<file path="src/rtl/dla_filter_bias_scale_scratchpad_writer.sv">
// Steers a DMA stream of filter words (round-robin across the filter scratchpad ports)
// followed by bias/scale words into scratchpad write requests, one layer per config.
module dla_filter_bias_scale_scratchpad_writer #(
  parameter int unsigned DATA_WIDTH  = 256,
  parameter int unsigned NUM_PORTS   = 4,
  parameter int unsigned ADDR_WIDTH  = 10,
  parameter int unsigned COUNT_WIDTH = 16,
  localparam int unsigned PORT_WIDTH = (NUM_PORTS > 1) ? $clog2(NUM_PORTS) : 1
) (
  input  logic                   clk,
  input  logic                   i_aresetn,
  input  logic                   i_config_valid,
  input  logic [COUNT_WIDTH-1:0] i_num_filter_words,
  input  logic [COUNT_WIDTH-1:0] i_num_bias_scale_words,
  output logic                   o_config_ready,
  input  logic                   i_data_valid,
  input  logic [DATA_WIDTH-1:0]  i_data,
  output logic                   o_data_ready,
  output logic                   o_wr_valid,
  input  logic                   i_wr_ready,
  output logic                   o_wr_is_filter,
  output logic [PORT_WIDTH-1:0]  o_wr_port,
  output logic [ADDR_WIDTH-1:0]  o_wr_addr,
  output logic [DATA_WIDTH-1:0]  o_wr_data,
  output logic                   o_done
);

  typedef enum logic [1:0] {IDLE, FILTER, BIAS, FLUSH} state_t;

  state_t                 state;
  state_t                 state_next;
  logic [COUNT_WIDTH-1:0] filter_left;
  logic [COUNT_WIDTH-1:0] bias_left;
  logic [PORT_WIDTH-1:0]  port_cnt;
  logic [ADDR_WIDTH-1:0]  addr_cnt;
  logic                   cfg_fire;
  logic                   data_fire;
  logic                   drained;
  logic                   port_wrap;
  logic                   last_filter;
  logic                   last_bias;
  logic                   done_next;

  assign o_config_ready = (state == IDLE);
  assign drained        = !o_wr_valid || i_wr_ready;
  assign o_data_ready   = ((state == FILTER) || (state == BIAS)) && drained;
  assign cfg_fire       = i_config_valid && o_config_ready;
  assign data_fire      = i_data_valid && o_data_ready;
  assign port_wrap      = (port_cnt == PORT_WIDTH'(NUM_PORTS - 1));
  assign last_filter    = (filter_left == COUNT_WIDTH'(1));
  assign last_bias      = (bias_left == COUNT_WIDTH'(1));

  // State register
  always_ff @(posedge clk or negedge i_aresetn) begin
    if (!i_aresetn) state <= IDLE;
    else            state <= state_next;
  end

  // Next-state and done decode
  always_comb begin
    state_next = state;
    done_next  = 1'b0;
    case (state)
      IDLE: begin
        if (cfg_fire) begin
          if (i_num_filter_words != '0)          state_next = FILTER;
          else if (i_num_bias_scale_words != '0) state_next = BIAS;
          else                                   state_next = FLUSH;
        end
      end
      FILTER: begin
        if (data_fire && last_filter) state_next = (bias_left != '0) ? BIAS : FLUSH;
      end
      BIAS: begin
        if (data_fire && last_bias) state_next = FLUSH;
      end
      FLUSH: begin
        if (drained) begin
          done_next  = 1'b1;
          state_next = IDLE;
        end
      end
      default: state_next = IDLE;
    endcase
  end

  // Remaining-word counts and port/address walkers; bias addresses restart at 0
  always_ff @(posedge clk or negedge i_aresetn) begin
    if (!i_aresetn) begin
      filter_left <= '0;
      bias_left   <= '0;
      port_cnt    <= '0;
      addr_cnt    <= '0;
    end else if (cfg_fire) begin
      filter_left <= i_num_filter_words;
      bias_left   <= i_num_bias_scale_words;
      port_cnt    <= '0;
      addr_cnt    <= '0;
    end else if (data_fire) begin
      if (state == FILTER) begin
        filter_left <= filter_left - COUNT_WIDTH'(1);
        if (last_filter) begin
          port_cnt <= '0;
          addr_cnt <= '0;
        end else begin
          port_cnt <= port_wrap ? '0 : port_cnt + PORT_WIDTH'(1);
          if (port_wrap) addr_cnt <= addr_cnt + ADDR_WIDTH'(1);
        end
      end else begin
        bias_left <= bias_left - COUNT_WIDTH'(1);
        addr_cnt  <= addr_cnt + ADDR_WIDTH'(1);
      end
    end
  end

  // Write request register: loads on stream handshake, holds until accepted
  always_ff @(posedge clk or negedge i_aresetn) begin
    if (!i_aresetn) begin
      o_wr_valid     <= 1'b0;
      o_wr_is_filter <= 1'b0;
      o_wr_port      <= '0;
      o_wr_addr      <= '0;
      o_wr_data      <= '0;
    end else if (data_fire) begin
      o_wr_valid     <= 1'b1;
      o_wr_is_filter <= (state == FILTER);
      o_wr_port      <= (state == FILTER) ? port_cnt : '0;
      o_wr_addr      <= addr_cnt;
      o_wr_data      <= i_data;
    end else if (i_wr_ready) begin
      o_wr_valid     <= 1'b0;
    end
  end

  always_ff @(posedge clk or negedge i_aresetn) begin
    if (!i_aresetn) o_done <= 1'b0;
    else            o_done <= done_next;
  end

endmodule
</file>
<file path="config.mk">
export PLATFORM = sky130hd
export DESIGN_NAME = dla_filter_bias_scale_scratchpad_writer
export DESIGN_NICKNAME = d
export VERILOG_FILES = /design/src/rtl/dla_filter_bias_scale_scratchpad_writer.sv
export SDC_FILE = /design/constraint.sdc
export NUM_CORES = 1
export LEC_CHECK = 0
export CORE_AREA = 4 4 220 222
export DETAILED_ROUTE_END_ITERATION = 7
export DIE_AREA = 0 0 224 226
export GPL_TIMING_DRIVEN = 0
export SLEW_MARGIN = 0
export SYNTH_ARGS = -nofsm -noshare
export SYNTH_HDL_FRONTEND = slang
export SYNTH_SLANG_ARGS = --single-unit
</file>
<file path="constraint.sdc">
create_clock -name clk -period 2 [get_ports clk]
set_clock_uncertainty 0.1 [all_clocks]
set_input_delay 0.3 -clock clk [delete_from_list [all_inputs] [get_ports clk]]
set_output_delay 0.3 -clock clk [all_outputs]
set_load 0.005 [all_outputs]
</file>
Word level (Yosys, flattened, before mapping). Cells that the tools add are included.

Flip-flop bits (word level): 317. Bits of input ports: 293. Output and inout port bits: 273. Word-level logic and storage cells: 75.

Equality and inequality tests: 12. Reductions and logical operators: 19. Muxes and demuxes: 29. Add/subtract/negate cells: 4.

Operators by type and width (number): 2-to-1 mux 16 bit (6); 2-to-1 mux 10 bit (5); nonzero test 16 bit (3); equality test 16 x 1 -> 1 bit, second input constant (2); subtractor 16 x 1 -> 16 bit, second input constant (2); 2-to-1 mux 2 bit (11); adder 10 x 1 -> 10 bit, second input constant (1); one-hot mux 2 bit (4 select lines) (1); equality test 2 bit, second input constant (3); 2-to-1 mux 1 bit (6); inequality test 2 bit, second input constant (3); AND reduction 2 bit (3); nonzero test 2 bit (3); logical AND 1 bit (5); inequality test 2 x 1 -> 1 bit, second input constant (2); inequality test 4 bit, second input constant (1); AND reduction 4 bit (1); adder 2 x 1 -> 2 bit, second input constant (1); equality test 2 x 1 -> 1 bit, second input constant (1); logical NOT 2 bit (1); logical OR 1 bit (2); logical NOT 1 bit (1).

Logic depth before layout (Yosys ltp). Gate-level depths: netlist of run 1.

Depth in word-level cells: 7. Mapped depth: 9. Depth with buffers taken out: 7.

Worst setup path before layout of run 1. Ideal clock, no wire load.

Kind: register to register. Start point: reg state[0]. End point: reg bias_left[12]. Setup time: 0.125 ns. Period minus slack after synthesis: 2.002 ns. Cell stages (with the launch flop): 9. Slack: -0.002 ns. Arrival time: 1.777 ns. Cells stage by stage: dfrtp_1 > inv_1 > ha_1 > nand2_1 > nor2_1 > buf_2 > o21ai_1 > buf_2 > o21ai_1.

Longest elaborated chain between the ends: 6. Elaborated cells on any way between the ends: 11. Those cells by class: 3 x eq/ne; 1 x mux; 7 x reduce/logical.

Ends and longest elaborated chain: start, declared (RTL line 30) `state_t state;`; start signal, assigned (RTL line 56) `else state <= state_next;`; equality test 2 x 1 -> 1 bit or equality test 2 bit (tied branches) (RTL line 46, 100); logical OR 1 bit (RTL line 46) `assign o_data_ready = ((state == FILTER) || (state == BIAS)) && drained;`; logical AND 1 bit (RTL line 46); logical AND 1 bit (RTL line 48) `assign data_fire = i_data_valid && o_data_ready;`; nonzero test 2 bit (no line); AND reduction 2 bit (no line); end signal, assigned (RTL line 96) `bias_left <= i_num_bias_scale_words;`; end signal, assigned (RTL line 110) `bias_left <= bias_left - COUNT_WIDTH'(1);`; end, declared (RTL line 33) `logic [COUNT_WIDTH-1:0] bias_left;`.

Parallel ways exist; a longest one is shown, timed or not. A chain may end at the register's enable or synchronous reset.

Worst setup path in the final report of run 1.
Start point: reg state[1]. End point: reg addr_cnt[7].

Longest elaborated chain between the ends: 6. Elaborated cells on any way between the ends: 13. Those cells by class: 3 x eq/ne; 3 x mux; 7 x reduce/logical.

Ends and longest elaborated chain: equality test 2 x 1 -> 1 bit or equality test 2 bit (tied branches) (RTL line 46, 100); logical OR 1 bit (RTL line 46); logical AND 1 bit (RTL line 46); logical AND 1 bit (RTL line 48); nonzero test 2 bit (no line); AND reduction 2 bit (no line); end signal, assigned (RTL line 107) `if (port_wrap) addr_cnt <= addr_cnt + ADDR_WIDTH'(1);`; end signal, assigned (RTL line 111) `addr_cnt <= addr_cnt + ADDR_WIDTH'(1);`; end, declared (RTL line 35) `logic [ADDR_WIDTH-1:0] addr_cnt;`.

Parallel ways exist; a longest one is shown, timed or not. The select of a mux whose other input is x is not followed.

==> results of run 1 <==
[cell type report]
type / instances / area (um^2)
Fill cell: 4349 / 24400
Sequential cell: 317 / 7940
Timing Repair Buffer: 600 / 6020
Multi-Input combinational cell: 1073 / 5090
Clock buffer: 50 / 1120
Tap cell: 607 / 759
Buffer: 75 / 682
Clock inverter: 19 / 264
Inverter: 13 / 51.3
Antenna cell: 1 / 2.50
[metal layers]
layer	part of all wire	track usage
met5	0.0010	0
met4	0.038	0.0698
met3	0.080	0.0588
met2	0.48	0.305
met1	0.40	0.230
[synth_stat cells (3+ instances only)]
cell	instances	area [um^2]
inv_1	12	45.0
o211ai_1	5	37.5
buf_1	8	30.0
nor4_1	14	87.6
xor2_1	11	96.3
buf_2	29	145
or3_1	3	18.8
o22ai_1	3	18.8
nand2_1	843	3160
o21ai_0	17	85.1
nand3_1	14	70.1
nand3b_1	3	22.5
a22oi_1	6	45.0
mux2_2	3	33.8
xnor2_1	4	35.0
a21oi_1	26	130
nand4_1	9	56.3
nor3_1	11	55.1
ha_1	11	138
nor4_2	3	37.5
dfrtp_1	317	7930
o21ai_1	22	110
clkbuf_1	38	143
nor2_1	20	75.1
and2_1	4	25.0
o32ai_1	5	43.8
o2bb2ai_1	3	26.3
[how the worst max path moves through the flow]
stage | startpoint | end | slack, ns | cells past startpoint
after global routing | state[1]$_DFFE_PN0P_ | addr_cnt[8]$_DFFE_PN0P_ | -0.19 | 10
after CTS | bias_left[6]$_DFFE_PN0P_ | state[1]$_DFFE_PN0P_ | -0.06 | 5
final | state[1]$_DFFE_PN0P_ | addr_cnt[7]$_DFFE_PN0P_ | -0.09 | 10
after global placement | i_aresetn | o_wr_data[50]$_DFFE_PN0P_ | -13.78 | 1
after floorplan | state[0]$_DFFE_PN0P_ | filter_left[9]$_DFFE_PN0P_ | -0.002 | 7
after detailed placement | i_wr_ready | o_wr_data[116]$_DFFE_PN0P_ | -1.02 | 8
[power breakdown]
part | switching [mW] | internal (mW)
Clock | 2.84 | 4.73
Combinational | 7.60 | 8.43
Sequential | 1.89 | 9.36
Total | 12.3 | 22.5
[cells by family after synthesis]
| logic type | after synthesis | synth area share |
|---|---|---|
| AND/OR/NAND/NOR | 942 | 0.290 |
| flip-flops | 317 | 0.609 |
| AO/OA/AOI/OAI | 100 | 0.0472 |
| buffers and inverters | 89 | 0.0290 |
| XOR/XNOR | 15 | 0.0101 |
| adder cells (fa/ha/maj) | 11 | 0.0106 |
| multiplexers | 4 | 0.00346 |
[state kept, by name, indices dropped and copies added, names as in the netlist]
| name | flops |
|---|---|
| port_cnt | 2 |
| o_wr_is_filter | 1 |
| o_done | 1 |
| o_wr_data | 256 |
| o_wr_port | 2 |
| o_wr_addr | 10 |
| addr_cnt | 10 |
| o_wr_valid | 1 |
| filter_left | 16 |
| bias_left | 16 |
| state | 2 |
[timing repair]
item / CTS / global route
gates resized for setup: 131 / 120
hold endpoints to repair: 93 / 0
hold buffers: 1 / 0
buffers inserted: 14 / 14
cloned: 0 / 5
pin swaps: 13 / 13
endpoints found under the setup margin: 322 / 309
[worst max-delay path: cells and delay by family (launching register included)]
family / cells / cell delay, ns
fa+ha+maj: 1 / 0.33
simple gates: 2 / 0.24
flops: 1 / 0.38
compound gates: 3 / 0.37
buf+inv: 4 / 0.54
==> flow_summary.yaml, run 1 <==
run_status:
  outcome: "complete, but fails checks"
  violations: "setup timing"
global_routing:
  globalRouteOverflowTotal: 0
  grt_start_max_net_pins: 118
  antenna_found_initial: 5
  grt_pass1_wl_um: 74000
  grt_use_total: 0.185
  grt_pass1_vias: 12411
finish:
  syn_to_final_growth_pct: 68.5
  layout-drive-gt1-share: 0.111
  utilization: 0.473
  design_area_um2: 21900
  final_cell_mix: "nand2_1, clkdlybuf4s50_1, dfrtp_1"
  nets: 2422
  layout_commonest_cell: "nand2_1"
  instances_no_fill: 2755
routing:
  wl_per_cell_um: 18.3
  drt_iter0_markers: 795
  vias_per_cell: 4.53
  drt-pass1-iter-count: 5
  drt_wl_total_um: 50300
  ant_nets: 0
  drcViolationCount: 0
  vias: 12484
placement:
  dp_slack_ns: -1.02
  port_buffers: 565
  dpl.hpwl_um: 37400
  dp_cells: 2652
  gp_congestion: 0.870
  place_area_um2: 19500
floorplan:
  num_rows: 79
  die-area_um2: 50600
  core-area_um2: 46400
  die_x_um: 224
  die_y_um: 226
  start_util: 0.281
  pin_count: 566
timing:
  period_needed_ns: 2.09
  holdWs_ns: 0.183
  finalCritPeriodShare: 1.05
  hold_violations: 0
  rsz0062_at_grt: "true"
  finalSetupViolations: 15
  worst_pin_slew_ns: 0.733
  final_max_slew_viol_count: 0
  max_freq_mhz: 478
  fin_setup_tns_ns: -0.634
  slew_headroom: 0.512
  layout_setup_ws_ns: -0.0919
run:
  maxCapViolCount: 0
setup_path:
  end_kind: "flip-flop"
  crit_arrival_ns: 2.41
  r2r_start: "state[1]$_DFFE_PN0P_"
  startpoint_type: "flip-flop"
  cp_slowest_cell: "dfrtp_1"
  reg2reg_slack_ns: -0.09
  cp_common_cell: "buf_12"
  crit_path_max_fanout: 6
  critPathMaxStageDelay_ns: 0.38
  cp.required_ns: 2.32
  rr_worst_depth: 10
  path_cells: "inv_2 -> ha_4 -> nand2_8 -> nor2_4 -> buf_12 -> buf_12 -> o31ai_2 -> buf_4 -> o211ai_1 -> o31ai_1"
  r2r_end: "addr_cnt[7]$_DFFE_PN0P_"
  criticalPathCategory: "flip-flop to flip-flop"
synth:
  syn_area_per_cell_um2: 8.81
  seq_area_frac_synth: 0.609
  synthFlopType: "dfrtp_1"
  synth_nets: 1782
  syn_area_um2: 13000
  ys_async_sr_fraction: 1.00
  synth_enable_flop_cells: 0
  synth.distinct_cells: 56
  synth_cells: 1478
  ys_warn_count: 0
  ys_ff_latch: 317
clock_tree:
  cts_made_buffers: 38
  root_buffer: "clkbuf_16"
  clk_path_buf_depth: 3
  path_clk_slew_ns: 0.06
  clock-sinks: 317
  cts_tree: "built"
  clock_latency_ns: 0.55
  htreeDepth: 2
min_path:
  min_from: "i_data[192]"
  min_to: "o_wr_data[192]$_DFFE_PN0P_"
  hold_path.class: "input port to flip-flop"
  holdPathStages: 3
power:
  max-vdd-ir-drop_mv: 0.892
  p_leak_nw: 10.3
  powerDensity_nw_per_um2: 1590
  power_mw: 34.9
Power figures use the tool's default switching activity.
==> run 2: changes to the inputs <==
--- a/config.mk
+++ b/config.mk
@@ -9,6 +9,8 @@
 export DETAILED_ROUTE_END_ITERATION = 7
 export DIE_AREA = 0 0 224 226
 export GPL_TIMING_DRIVEN = 0
+export HOLD_SLACK_MARGIN = 0.08
+export PLACE_DENSITY = 0.56
 export SLEW_MARGIN = 0
 export SYNTH_ARGS = -nofsm -noshare
 export SYNTH_HDL_FRONTEND = slang
==> flow_summary.yaml, run 2 (synthesis gave the netlist of run 1 again) <==
routing:
  drt-pass1-iter-count: 5
  drt_iter0_markers: 636
  vias: 12632
  ant_nets: 0
  vias_per_cell: 4.55
  drt_wl_total_um: 52200
  drcViolationCount: 0
  wl_per_cell_um: 18.8
clock_tree:
  clk_path_buf_depth: 3
  htreeDepth: 2
  root_buffer: "clkbuf_16"
  path_clk_slew_ns: 0.06
  clock_latency_ns: 0.55
  clock-sinks: 317
  cts_tree: "built"
  cts_made_buffers: 39
finish:
  largest-register: "o_wr_data"
  reg_top3: "o_wr_data: 256 flops, bias_left: 16 flops, filter_left: 16 flops"
  layout-drive-gt1-share: 0.176
  instances_no_fill: 2776
  layout_commonest_cell: "nand2_1"
  nets: 2446
  final_cell_mix: "nand2_1, clkdlybuf4s50_1, dfrtp_1"
  syn_to_final_growth_pct: 75.3
  design_area_um2: 22800
  largest_register_ffs: 256
placement:
  place_area_um2: 19500
  dp_cells: 2652
  gp_congestion: 0.872
  port_buffers: 565
  dpl.hpwl_um: 37800
setup_path:
  cp.required_ns: 2.32
  cp_slowest_cell: "or3_4"
  path_cells: "inv_2 -> ha_4 -> nand2_8 -> buf_12 -> buf_6 -> or3_4 -> nor3_2 -> xnor2_1 -> o21ai_1"
  critPathMaxStageDelay_ns: 0.42
  cp_top_family: "simple AND/OR/NAND/NOR gates"
  criticalPathCategory: "flip-flop to flip-flop"
  crit_arrival_ns: 2.40
  cp.buffers_inverters: 3
  startpoint_type: "flip-flop"
  crit_path_max_fanout: 4
  end_kind: "flip-flop"
timing:
  hold_violations: 0
  final_max_slew_viol_count: 0
  worst_pin_slew_ns: 0.773
  finalSetupViolations: 109
  max_freq_mhz: 480
  period_needed_ns: 2.09
  slew_headroom: 0.485
  fin_setup_tns_ns: -3.17
  finalCritPeriodShare: 1.04
  rsz0062_at_grt: "true"
  layout_setup_ws_ns: -0.0855
floorplan:
  core-area_um2: 46400
  die_x_um: 224
  start_util: 0.281
  die-area_um2: 50600
  num_rows: 79
  pin_count: 566
  die_y_um: 226
global_routing:
  grt_pass1_vias: 12425
  grt_use_total: 0.186
  grt_pass1_wl_um: 74200
  globalRouteOverflowTotal: 0
  antenna_found_initial: 6
  grt_start_max_net_pins: 112
run_status:
  violations: "setup timing"
  outcome: "complete, but fails checks"
power:
  clkPwrFrac: 0.189
  p_leak_nw: 10.7
  powerDensity_nw_per_um2: 1560
  internal_power_mw: 22.7
  share_seq_of_total_power: 0.315
  p_switching_mw: 12.8
  comb_power_share: 0.495
  max-vdd-ir-drop_mv: 0.804
  sw_frac_of_total: 0.361
min_path:
  hold_path.class: "input port to flip-flop"
run:
  maxCapViolCount: 0
==> run 2: cell types whose count changed in the layout (fill, tap and decap cells not counted), moves of 6 or more <==
| cell | before | now |
|---|---|---|
| nand2_1 | 840 | 726 |
| nand2_2 | 1 | 78 |
| nand2_4 | 1 | 38 |
| clkbuf_16 | 43 | 57 |
| buf_6 | 24 | 30 |
| bufinv_16 | 6 | 0 |
| clkbuf_1 | 9 | 15 |
| clkbuf_4 | 19 | 13 |
==> run 2: final cells by class <==
cell class	count	area, um^2
fill	4357	23500
sequential	317	7940
clock buffer	57	1150
inverter	13	51.3
clock inverter	7	50.0
buffer	75	719
timing repair buffer	623	6530
multi-input combinational	1073	5620
tap	607	759
antenna	4	10.0
==> run 2: final timing paths <==
check | cells after the start | end | from | slack (ns)
setup / recovery | 9 | filter_left[3]$_DFFE_PN0P_ | state[0]$_DFFE_PN0P_ | -0.09
hold / removal | 3 | o_wr_data[3]$_DFFE_PN0P_ | i_data[3] | 0.18
setup reg to reg | 9 | filter_left[3]$_DFFE_PN0P_ | state[0]$_DFFE_PN0P_ | -0.09
hold reg to reg | 2 | o_wr_data[153]$_DFFE_PN0P_ | o_wr_data[153]$_DFFE_PN0P_ | 0.37
max in group asynchronous | 3 | o_wr_data[23]$_DFFE_PN0P_ | i_aresetn | 0.38
min in group asynchronous | 2 | o_wr_data[123]$_DFFE_PN0P_ | i_aresetn | 0.31
==> run 2: per-layer routing <==
| layer | vias up | wire, um | GRT usage |
|---|---|---|---|
| li1 | 6014 | - | - |
| met1 | 6089 | 20500 | 0.222 |
| met2 | 433 | 26100 | 0.315 |
| met3 | 92 | 4130 | 0.0667 |
| met4 | 4 | 1530 | 0.0610 |
| met5 | - | 25 | 0 |
==> run 2: timing repair <==
action / CTS / global route
hold buffers: 1 / 0
hold endpoints to repair: 96 / 0
cloned: 0 / 20
buffers inserted: 14 / 22
gates resized for setup: 115 / 328
endpoints found under the setup margin: 317 / 302
pin swaps: 13 / 156
==> run 2: through the flow <==
stage / setup slack [ns] / hold slack, ns / power [mW] / util
final: -0.0855 / 0.176 / 35.5 / 0.492
after global routing: -0.161 / 0.159 / 37.9 / 0.492
after CTS: -0.0594 / 0.144 / 33.0 / 0.455
after detailed placement: -0.973 / 0.302 / 25.4 / 0.421
after global placement: -14.05 / 0.354 / 25.1 / 0.419
after floorplan: -0.00201 / -0.0956 / 16.8 / -
==> run 2: power groups by stage <==
stage,clock network [mW],registers (mW),logic [mW]
finish,6.71,11.2,17.6
CTS,6.94,11.1,14.9
global route,7.21,11.6,19.1
detailed placement,0,11.2,14.2
floorplan,0,11.2,5.59
global placement,0,11.1,14.0
==> run 2: tightest hold or removal path, delay by kind of cell <==
family | cells | cell delay (ns)
buf+inv | 1 | 0.39
simple gates | 2 | 0.09
